--- src/rtl/clk_tap_select.sv ---
// Glitch-free selector over eight divided-clock taps with a timed-out forced switch.
// Optional rising-edge counter on clk_out is built when CLK_TAP_SELECT_EDGE_CNT_EN is defined.
//
// state    | meaning
// ---------+-------------------------------------------------------------
// IDLE     | clk_out follows taps[cur_sel]; requests accepted here only
// WAIT_LOW | old tap still drives clk_out; waiting for old/new common low
// SWITCH   | one cycle with clk_out held low, then back to IDLE on new tap
module clk_tap_select #(
    parameter logic [2:0]  RESET_SEL = 3'd0,
    parameter logic [15:0] TIMEOUT   = 16'd1024
) (
    input  logic        clk,
    input  logic        rst,
    input  logic [7:0]  taps,
    input  logic        en,
    input  logic        sel_valid,
    input  logic [2:0]  sel,
    output logic        sel_ready,
    output logic        done,
    output logic [2:0]  cur_sel,
    output logic        clk_out,
    output logic        out_rise,
    output logic        timeout_err,
    input  logic        cnt_clr,
    output logic [15:0] edge_cnt
);

    typedef enum logic [1:0] {
        IDLE     = 2'd0,
        WAIT_LOW = 2'd1,
        SWITCH   = 2'd2
    } state_t;

    state_t      r_state;
    state_t      w_state_nxt;
    logic [2:0]  r_cur_sel;
    logic [2:0]  w_cur_sel_nxt;
    logic [2:0]  r_new_sel;
    logic [2:0]  w_new_sel_nxt;
    logic [15:0] r_timer;
    logic [15:0] w_timer_nxt;
    logic        r_clk_out;
    logic        w_clk_out_nxt;
    logic        r_clk_out_d;
    logic        r_out_rise;
    logic        r_done;
    logic        w_done_nxt;
    logic        r_terr;
    logic        w_terr_nxt;
    logic        w_accept;
    logic        w_common_low;
    logic        w_tmo;

    assign w_accept     = sel_valid && (r_state == IDLE);
    assign w_common_low = ~taps[r_cur_sel] & ~taps[r_new_sel];
    assign w_tmo        = (r_timer == (TIMEOUT - 16'd1));

    always_comb begin
        w_state_nxt   = r_state;
        w_cur_sel_nxt = r_cur_sel;
        w_new_sel_nxt = r_new_sel;
        w_timer_nxt   = r_timer;
        w_done_nxt    = 1'b0;
        w_terr_nxt    = r_terr;
        w_clk_out_nxt = en & taps[r_cur_sel];
        case (r_state)
            IDLE: begin
                if (w_accept) begin
                    if (sel == r_cur_sel) begin
                        w_done_nxt = 1'b1;
                    end else begin
                        w_new_sel_nxt = sel;
                        w_timer_nxt   = 16'd0;
                        w_state_nxt   = WAIT_LOW;
                    end
                end
            end
            WAIT_LOW: begin
                w_timer_nxt = r_timer + 16'd1;
                // Common low takes priority so a coincident timeout is not flagged.
                if (w_common_low || w_tmo) begin
                    w_terr_nxt    = r_terr | ~w_common_low;
                    w_cur_sel_nxt = r_new_sel;
                    w_done_nxt    = 1'b1;
                    w_state_nxt   = SWITCH;
                end
            end
            SWITCH: begin
                w_clk_out_nxt = 1'b0;
                w_timer_nxt   = 16'd0;
                w_state_nxt   = IDLE;
            end
            default: begin
                w_state_nxt = IDLE;
            end
        endcase
    end

    always_ff @(posedge clk) begin
        if (rst) begin
            r_state     <= IDLE;
            r_cur_sel   <= RESET_SEL;
            r_new_sel   <= RESET_SEL;
            r_timer     <= 16'd0;
            r_clk_out   <= 1'b0;
            r_clk_out_d <= 1'b0;
            r_out_rise  <= 1'b0;
            r_done      <= 1'b0;
            r_terr      <= 1'b0;
        end else begin
            r_state     <= w_state_nxt;
            r_cur_sel   <= w_cur_sel_nxt;
            r_new_sel   <= w_new_sel_nxt;
            r_timer     <= w_timer_nxt;
            r_clk_out   <= w_clk_out_nxt;
            r_clk_out_d <= r_clk_out;
            r_out_rise  <= r_clk_out & ~r_clk_out_d;
            r_done      <= w_done_nxt;
            r_terr      <= w_terr_nxt;
        end
    end

`ifdef CLK_TAP_SELECT_EDGE_CNT_EN
    logic [15:0] r_edge_cnt;

    always_ff @(posedge clk) begin
        if (rst) begin
            r_edge_cnt <= 16'd0;
        end else if (cnt_clr) begin
            r_edge_cnt <= 16'd0;
        end else if (r_out_rise) begin
            r_edge_cnt <= r_edge_cnt + 16'd1;
        end
    end

    assign edge_cnt = r_edge_cnt;
`else
    logic w_unused_cnt_clr;

    assign w_unused_cnt_clr = cnt_clr;
    assign edge_cnt         = 16'd0;
`endif

    assign sel_ready   = (r_state == IDLE) && !rst;
    assign done        = r_done;
    assign cur_sel     = r_cur_sel;
    assign clk_out     = r_clk_out;
    assign out_rise    = r_out_rise;
    assign timeout_err = r_terr;

endmodule

--- config.mk ---
export PLATFORM = sky130hd
export DESIGN_NAME = clk_tap_select
export DESIGN_NICKNAME = d
export VERILOG_FILES = /design/src/rtl/clk_tap_select.sv
export SDC_FILE = /design/constraint.sdc
export NUM_CORES = 1
export LEC_CHECK = 0
export CORE_ASPECT_RATIO = 0.5
export CORE_UTILIZATION = 40
export CTS_BUF_LIST = sky130_fd_sc_hd__clkbuf_16
export DETAILED_ROUTE_END_ITERATION = 12
export PLACE_DENSITY = 0.66
export SYNTH_ARGS = -nofsm -noshare
export SYNTH_HDL_FRONTEND = slang
export SYNTH_SLANG_ARGS = --single-unit
--- constraint.sdc ---
create_clock -name clk -period 3.7 [get_ports clk]
set_clock_uncertainty 0.1 [all_clocks]
set_input_delay 0.555 -clock clk [delete_from_list [all_inputs] [get_ports clk]]
set_output_delay 0.555 -clock clk [all_outputs]
set_load 0.01 [all_outputs]
# Word-level counts from Yosys, hierarchy flattened
# Index checks and enable logic that the tools add are counted.
op_classes:
  add_sub_neg: 1
  magnitude_cmp: 2
  eq_ne: 7
  muxes: 15
  bitwise_logic: 9
  reduce_logical: 11
ops:
  columns: ["op", "n"]
  rows:
  - ["$pmux W16 S3", 1]
  - ["$mux W16", 2]
  - ["$add A16 B1 Y16 const B", 1]
  - ["$eq A16 B10 Y1 const B", 1]
  - ["$reduce_and A3 Y1", 3]
  - ["$lt A3 B4 Y1 const B", 2]
  - ["$bmux W1 S3", 2]
  - ["$mux W2", 3]
  - ["$ne A2 B2 Y1 const B", 3]
  - ["$mux W1", 5]
  - ["$not A1 Y1", 5]
  - ["$pmux W2 S2", 1]
  - ["$and A1 B1 Y1", 3]
  - ["$eq A3 B3 Y1", 1]
  - ["$reduce_bool A3 Y1", 1]
  - ["$eq A2 B1 Y1 const B", 1]
  - ["$eq A2 B2 Y1 const B", 1]
  - ["$logic_and A1 B1 Y1", 2]
  - ["$logic_not A2 Y1", 1]
  - ["$pmux W1 S2", 1]
  - ["$reduce_and A2 Y1", 1]
  - ["$reduce_or A2 Y1", 1]
  - ["$logic_not A1 Y1", 1]
  - ["$logic_or A1 B1 Y1", 1]
  - ["$or A1 B1 Y1", 1]
word_totals:
  regBits: 29
  in_bits: 16
  word_cells: 54

# Depth between registers and ports, before layout
# Gate-level depths: netlist (run 1).
depth:
  word_depth: 7
  depth_mapped: 6
  mapped_depth_nobuf: 6

# Worst setup path after synthesis (run 1)
# Ideal clock, no wire load.
synth_path:
  path_type: "reg2reg"
  start: "register r_timer[0]"
  end: "register r_cur_sel[1], in the netlist cur_sel[1]"
  t_arrival_ps: 1776
  t_required_ps: 3478
  setup_slack_ps: 1702
  path_stages_with_launch: 6
  n_path_buf: 0
  period_less_slack_ps: 1998
  cell_sequence: "dfxtp_1 -> ha_1 -> or4bb_1 -> nor4_4 -> a211oi_1 -> a221o_1"
synth_via:
  elab_chain_cells: 3
synth_rtl:
  columns: ["item", "line_no", "rtl"]
  rows:
  - ["from (decl)", "41", "logic [15:0] r_timer;"]
  - ["from (signal assigned)", "115", "r_timer <= w_timer_nxt;"]
  - ["$eq A16 B10 Y1", "57", "assign w_tmo = (r_timer == (TIMEOUT - 16'd1));"]
  - ["$logic_or A1 B1 Y1", "82", "if (w_common_low || w_tmo) begin"]
  - ["$reduce_and A2 Y1 (no source line)", null, null]
  - ["to (signal assigned)", "113", "r_cur_sel <= w_cur_sel_nxt;"]
  - ["to (decl)", "37", "logic [2:0] r_cur_sel;"]
# Every way passes these cells.
# A chain may end at the register's enable or synchronous reset.

# Final worst setup path (run 1)
layout_path:
  start: "input port rst"
  end: "output port sel_ready"
layout_via:
  elab_chain_cells: 2
layout_rtl:
  columns: ["item", "line_no", "rtl"]
  rows:
  - ["from (decl)", "14", "input logic rst,"]
  - ["$logic_not A1 Y1", "145", "assign sel_ready = (r_state == IDLE) && !rst;"]
  - ["$logic_and A1 B1 Y1", "145", null]
  - ["to (decl)", "19", "output logic sel_ready,"]
# Every way passes these cells.

==> results of run 1 <==
## metal layers
layer	track usage	share of wire	vias to the layer above
met3	0.0524	0.033	2
met4	0.0554	0.0053	0
met2	0.255	0.48	39
met1	0.180	0.48	600
met5	0	0	-
li1	-	-	645
## metrics by stage
stage | util | hold slack, ps | worst slack, ps
6_report | 0.510 | 283 | 1060
2_1_floorplan | - | 267 | 1700
3_3_place_gp | 0.476 | 272 | 1080
5_1_grt | 0.510 | 313 | 963
3_5_place_dp | 0.476 | 280 | 1050
4_1_cts | 0.510 | 287 | 1050
## cell families after synthesis
| group | after synthesis |
|---|---|
| buf+inv | 28 |
| compound gates | 25 |
| simple gates | 69 |
| flops | 29 |
| other cells | 1 |
| mux | 9 |
| fa+ha+maj | 1 |
| xor+xnor | 14 |
## power by group through the flow
stage	registers (mW)	logic, mW	clock network [mW]
4_1_cts	0.338	0.110	0.374
5_1_grt	0.340	0.121	0.394
3_3_place_gp	0.344	0.109	0
3_5_place_dp	0.344	0.110	0
2_1_floorplan	0.339	0.0901	0
6_report	0.338	0.110	0.367
## cell usage after synthesis, drive strengths merged, types with 2 or more instances
| library cell | number |
|---|---|
| dfxtp | 29 |
| buf | 17 |
| nor2 | 17 |
| nand2 | 12 |
| xnor2 | 11 |
| nand3 | 7 |
| nor3 | 7 |
| inv | 6 |
| a211oi | 5 |
| clkbuf | 5 |
| mux2i | 5 |
| a21oi | 4 |
| mux4 | 4 |
| or3 | 4 |
| a221o | 3 |
| nor3b | 3 |
| nor4 | 3 |
| xor2 | 3 |
| a2111oi | 2 |
| a221oi | 2 |
| a31oi | 2 |
| and3 | 2 |
| nor2b | 2 |
| nor4b | 2 |
| o21ai | 2 |
| or4 | 2 |
## flip-flops by register name, summed over array words and instances, names as in the netlist
register     flops
timeout_err      1
r_timer         16
cur_sel          3
r_new_sel        3
done             1
out_rise         1
clk_out          1
r_state          2
r_clk_out_d      1
## final timing paths
kind / slack, ps / depth (start not counted) / startpoint / endpoint
max: 1060 / 4 / rst / sel_ready
min: 280 / 1 / r_clk_out_d / out_rise
max reg2reg: 1470 / 5 / r_timer[0] / cur_sel[1]
min reg2reg: 280 / 1 / r_clk_out_d / out_rise
## cell usage in the layout, fill, tap and decap left out, drive strengths merged, types with 2 or more instances in the layout
cell type      Yosys  final
a2111oi            2      2
a211oi             5      5
a21oi              4      4
a221o              3      3
a221oi             2      2
a31oi              2      2
and3               2      2
clkbuf             5      5
clkdlybuf4s50      0     22
conb               1     16
dfxtp             29     29
inv                6      9
mux2i              5      5
mux4               4      4
nand2             12     12
nand3              7      7
nor2              17     17
nor2b              2      2
nor3               7      7
nor3b              3      3
nor4               3      3
nor4b              2      2
o21ai              2      2
or3                4      4
or4                2      2
xnor2             11     11
xor2               3      3
## layout make-up
type / count / area [um^2] / area share
Sequential cell: 29 / 581 / 0.287
Clock inverter: 3 / 11.3 / 0.00557
Tap cell: 54 / 67.6 / 0.0334
Inverter: 6 / 22.5 / 0.0111
Clock buffer: 5 / 125 / 0.0618
Multi-Input combinational cell: 134 / 988 / 0.489
Timing Repair Buffer: 23 / 228 / 0.113
==> impl_metrics.py, run 1 <==
metrics = {
    "status": {
        "status": "finished, final reports clean",
    },
    "placement": {
        "dpl.hpwl_um": 2340,
        "post_dp_cell_area_um2": 1890,
        "numPortBuffers": 22,
        "dp_cells": 246,
        "gp_congestion": 0.798,
    },
    "pwr": {
        "power_frac_seq": 0.415,
        "clkPwrFrac": 0.450,
        "p_int_mw": 0.615,
        "p_sw_frac": 0.246,
        "combPwrFrac": 0.135,
        "power_mw": 0.815,
        "p_sw_mw": 0.200,
        "ir_drop_mv": 0.181,
        "powerDensity_nw_per_um2": 403,
        "p_leak_nw": 0.698,
    },
    "synth": {
        "synth_top_cell_area_share": 0.344,
        "ys_ff_latch": 29,
        "ys.flop_type": "dfxtp_1",
        "synth-compound-area-share": 0.127,
        "netlist_top_cells_area": "dfxtp_1, buf_4, xnor2_1, nor2_1, mux4_1",
        "synth_top_area_cell": "dfxtp_1",
        "netlist_instances": 176,
        "synth_fa_ha_area_frac": 0.00742,
        "synthSimpleGateAreaFrac": 0.243,
        "synthMuxAreaShare": 0.0876,
        "synth_edf_count": 0,
        "synth_top_family_by_area": "simple AND/OR/NAND/NOR gates",
        "synth_area_per_cell_um2": 9.58,
        "yosys_warnings": 0,
        "ys_seq_area_frac": 0.344,
        "syn_area_um2": 1690,
        "synth_cell_type_count": 50,
        "synth_xor_area_frac": 0.0861,
        "async_flop_share": 0,
    },
    "setup_path": {
        "crit_family": "buffers and inverters",
        "cpMaxStageDelayCell": "clkdlybuf4s50_1",
        "critPathCaptureType": "output port",
        "critPathKind": "in -> out",
        "worst-endpoint-arrival_ps": 1990,
        "cp_num_buf_inv": 3,
        "worst_setup_path_start_kind": "input pin",
        "cp_cell_sequence": "clkdlybuf4s50_1 -> buf_4 -> nor3_1 -> clkdlybuf4s50_1",
        "cp.required_ps": 3040,
        "path_common_cell": "clkdlybuf4s50_1",
        "worstPathMaxFanout": 17,
        "slowest_delay_ps": 590,
    },
    "grt": {
        "grt_pass1_wl_um": 4930,
        "grt_start_max_net_pins": 18,
        "grt_pass1_vias": 1067,
        "grt.total_usage": 0.149,
        "gr-total-overflow": 0,
        "antenna_found_initial": 0,
    },
    "floorplanning": {
        "die-area_um2": 4490,
        "coreArea_um2": 3960,
        "initial_core_util": 0.425,
        "num_io_pins": 40,
        "die_y_um": 47.9,
        "rows": 16,
        "die_w_um": 93.8,
    },
    "cts": {
        "clk_pin_slew_ps": 50,
        "cts.sinks": 29,
        "ctsResizeCount": 0,
        "cts.root.buffer_cell": "clkbuf_16",
        "cts-hold-fix-buffers": 0,
        "cts_buffers": 5,
        "clockBufferDepth": 2,
        "cts_tree": "built",
        "clkLatencyLatePin_ps": 270,
        "cts_setup_buffers": 0,
        "htreeDepth": 2,
    },
    "routing": {
        "final_antenna_net_count": 0,
        "viasPerCell": 5.06,
        "drt-total-wl_um": 3210,
        "vias": 1286,
        "routedWlPerCell_um": 12.6,
        "post-route-drc-count": 0,
        "drt_iter0_markers": 30,
        "first_pass_iters": 4,
    },
    "timing": {
        "fmax_mhz": 378,
        "fin_crit_sh": 0.714,
        "final_hold_viol_count": 0,
        "period_minus_slack_ps": 2640,
        "maxSlewViolCount": 0,
        "setup-violations-final": 0,
        "finalSetupTns_ps": 0,
        "rsz0062_at_grt": "false",
    },
    "min_path": {
        "hp-class": "reg -> reg",
    },
    "layout": {
        "diodes": 0,
        "stdcell_area_um2": 2020,
        "fin_nets": 216,
        "syn2layout_area_growth_pct": 20.0,
        "fill_cells": 368,
        "layout-drive-gt1-share": 0.110,
        "finalNonFillerCells": 254,
    },
    "run": {
        "cap_violations": 0,
    },
}
No activity file was read; power rests on OpenSTA's default activity.
==> run 2: changes to the inputs <==
- clock period: 3.7 -> 2.47 ns (I/O delays scaled with it)
==> run 2 against run 1 <==
Compared with the run above:
- worst hold slack hardly changed
- sequential power is 50% higher
- utilization is 0.095 points higher
- critical path depth is 1 higher
- die area stayed put
- combinational power is 51% higher
- register-to-register slack worse by 1300 ps
- clock power is 47% higher
- non-clock buffer count is 1 higher
- via count is 3.0% higher
- clock-buffer cell count stayed put
- critical path type is now reg -> reg
==> impl_metrics.py, run 2 (synthesized netlist as in run 1, its figures left out) <==
metrics = {
    "layout": {
        "layout-drive-gt1-share": 0.115,
        "fin_nets": 217,
        "layout_commonest_cell": "dfxtp_1",
        "final_cell_mix": "dfxtp_1, clkdlybuf4s50_1, nor2_1, conb_1, nand2_1",
        "syn2layout_area_growth_pct": 20.3,
        "largest_register_ffs": 16,
        "diodes": 0,
        "stdcell_area_um2": 2030,
        "regMostFlops": "r_timer",
    },
    "grt": {
        "grt_pass1_wl_um": 5100,
        "grt_pass1_vias": 1103,
        "gr-total-overflow": 0,
        "grt_start_max_net_pins": 17,
        "antenna_found_initial": 0,
        "grt.total_usage": 0.152,
    },
    "routing": {
        "wl_met1_um": 1560,
        "final_antenna_net_count": 0,
        "vias": 1324,
        "dr_wl_met3_um": 143,
        "top_layer_used": "met4",
        "post-route-drc-count": 0,
        "met2_length_um": 1500,
        "first_pass_iters": 4,
        "routedWlPerCell_um": 12.7,
        "drt_iter0_markers": 65,
        "viasPerCell": 5.21,
        "drt-total-wl_um": 3230,
    },
    "cts": {
        "clk_pin_slew_ps": 50,
        "cts_tree": "built",
        "htreeDepth": 2,
        "cts_buffers": 5,
        "cts.sinks": 29,
        "cts.root.buffer_cell": "clkbuf_16",
        "ctsResizeCount": 0,
        "clkLatencyLatePin_ps": 270,
        "clockBufferDepth": 2,
        "cts-hold-fix-buffers": 0,
        "cts_setup_buffers": 0,
    },
    "pwr": {
        "combPwrFrac": 0.136,
        "powerDensity_nw_per_um2": 599,
        "p_sw_mw": 0.294,
        "p_int_mw": 0.920,
        "ir_drop_mv": 0.274,
        "p_leak_nw": 0.694,
        "power_frac_seq": 0.418,
        "clkPwrFrac": 0.446,
        "p_sw_frac": 0.242,
    },
    "setup_path": {
        "cp.required_ps": 2520,
        "timing.rr.end": "cur_sel[1]",
        "worstPathMaxFanout": 5,
        "cp_cell_sequence": "ha_1 -> or4bb_1 -> nor4_4 -> a211oi_1 -> a221o_1",
        "worst-endpoint-arrival_ps": 2310,
        "worst_setup_path_start_kind": "flip-flop",
        "slowest_delay_ps": 540,
        "critPathCaptureType": "flip-flop",
        "cpMaxStageDelayCell": "or4bb_1",
        "critPathKind": "reg -> reg",
        "reg2reg_depth": 5,
        "r2r_start": "r_timer[0]",
        "r2r_slack_ps": 210,
    },
    "floorplanning": {
        "num_io_pins": 40,
        "initial_core_util": 0.425,
        "coreArea_um2": 3960,
        "die_y_um": 47.9,
        "rows": 16,
        "die-area_um2": 4490,
        "die_w_um": 93.8,
    },
    "timing": {
        "fin_crit_sh": 0.915,
        "maxSlewHeadroom": 0.646,
        "final_hold_viol_count": 0,
        "rsz0062_at_grt": "false",
        "period_minus_slack_ps": 2260,
        "maxSlewViolCount": 0,
        "setup-violations-final": 0,
        "fmax_mhz": 443,
        "finalSetupTns_ps": 0,
        "tightest_slew_ps": 528,
    },
    "placement": {
        "dpl.hpwl_um": 2380,
        "numPortBuffers": 22,
        "post_dp_cell_area_um2": 1890,
        "gp_congestion": 0.806,
    },
    "min_path": {
        "min_path_cells": 1,
        "hold_path_end": "out_rise",
        "hp-class": "reg -> reg",
        "hp-start": "r_clk_out_d",
    },
    "status": {
        "status": "finished, final reports clean",
    },
    "run": {
        "cap_violations": 0,
    },
}
## run 2: cell types whose count changed in the layout (fill, tap and decap cells not counted), sizes merged
| cell | change |
|---|---|
| inv | -2 |
| clkinv | +1 |
| buf | +1 |
## run 2: area by class of cell
type                            instances  area [um^2]
Sequential cell                        29          581
Clock buffer                            5          125
Timing Repair Buffer                   24          235
Multi-Input combinational cell        134          988
Tap cell                               54         67.6
Fill cell                             367         1940
Clock inverter                          2         7.51
Inverter                                6         22.5
## run 2: routing by layer
metal | track usage | vias to the layer above
li1 | - | 649
met2 | 0.260 | 38
met3 | 0.0476 | 3
met5 | 0 | -
met4 | 0.0554 | 0
met1 | 0.189 | 634
## run 2: worst max-delay path: cells and delay by family (launching register included)
kind / cells / cell delay (ps)
AO/OA/AOI/OAI: 2 / 490
adder cells (fa/ha/maj): 1 / 230
flip-flops: 1 / 390
AND/OR/NAND/NOR: 2 / 930
## run 2: power groups by stage
stage | logic [mW] | registers [mW] | clock network [mW]
after floorplan | 0.135 | 0.508 | 0
after global placement | 0.164 | 0.515 | 0
after detailed placement | 0.166 | 0.516 | 0
after CTS | 0.167 | 0.507 | 0.550
after global routing | 0.183 | 0.509 | 0.572
final | 0.166 | 0.507 | 0.541
## run 2: through the flow
step           instances  utilization  hold slack (ps)  total power, mW  worst slack [ps]
2_1_floorplan        191            -              267            0.643               472
3_3_place_gp         247        0.478              273            0.679               150
3_5_place_dp         247        0.478              281            0.682               141
4_1_cts              254        0.511              287             1.22               228
5_1_grt              254        0.511              313             1.26               143
6_report             254        0.511              283             1.21               211
## run 2: how the worst max path moves through the flow
| stage | to | start | slack (ps) |
|---|---|---|---|
| 4_1_cts | cur_sel[1] | r_timer[0] | 230 |
| 3_5_place_dp | r_new_sel[1] | sel[2] | 140 |
| 3_3_place_gp | r_new_sel[1] | sel[2] | 150 |
| 5_1_grt | cur_sel[0] | r_timer[0] | 140 |
| 6_report | cur_sel[1] | r_timer[0] | 210 |
| 2_1_floorplan | cur_sel[1] | r_timer[0] | 470 |
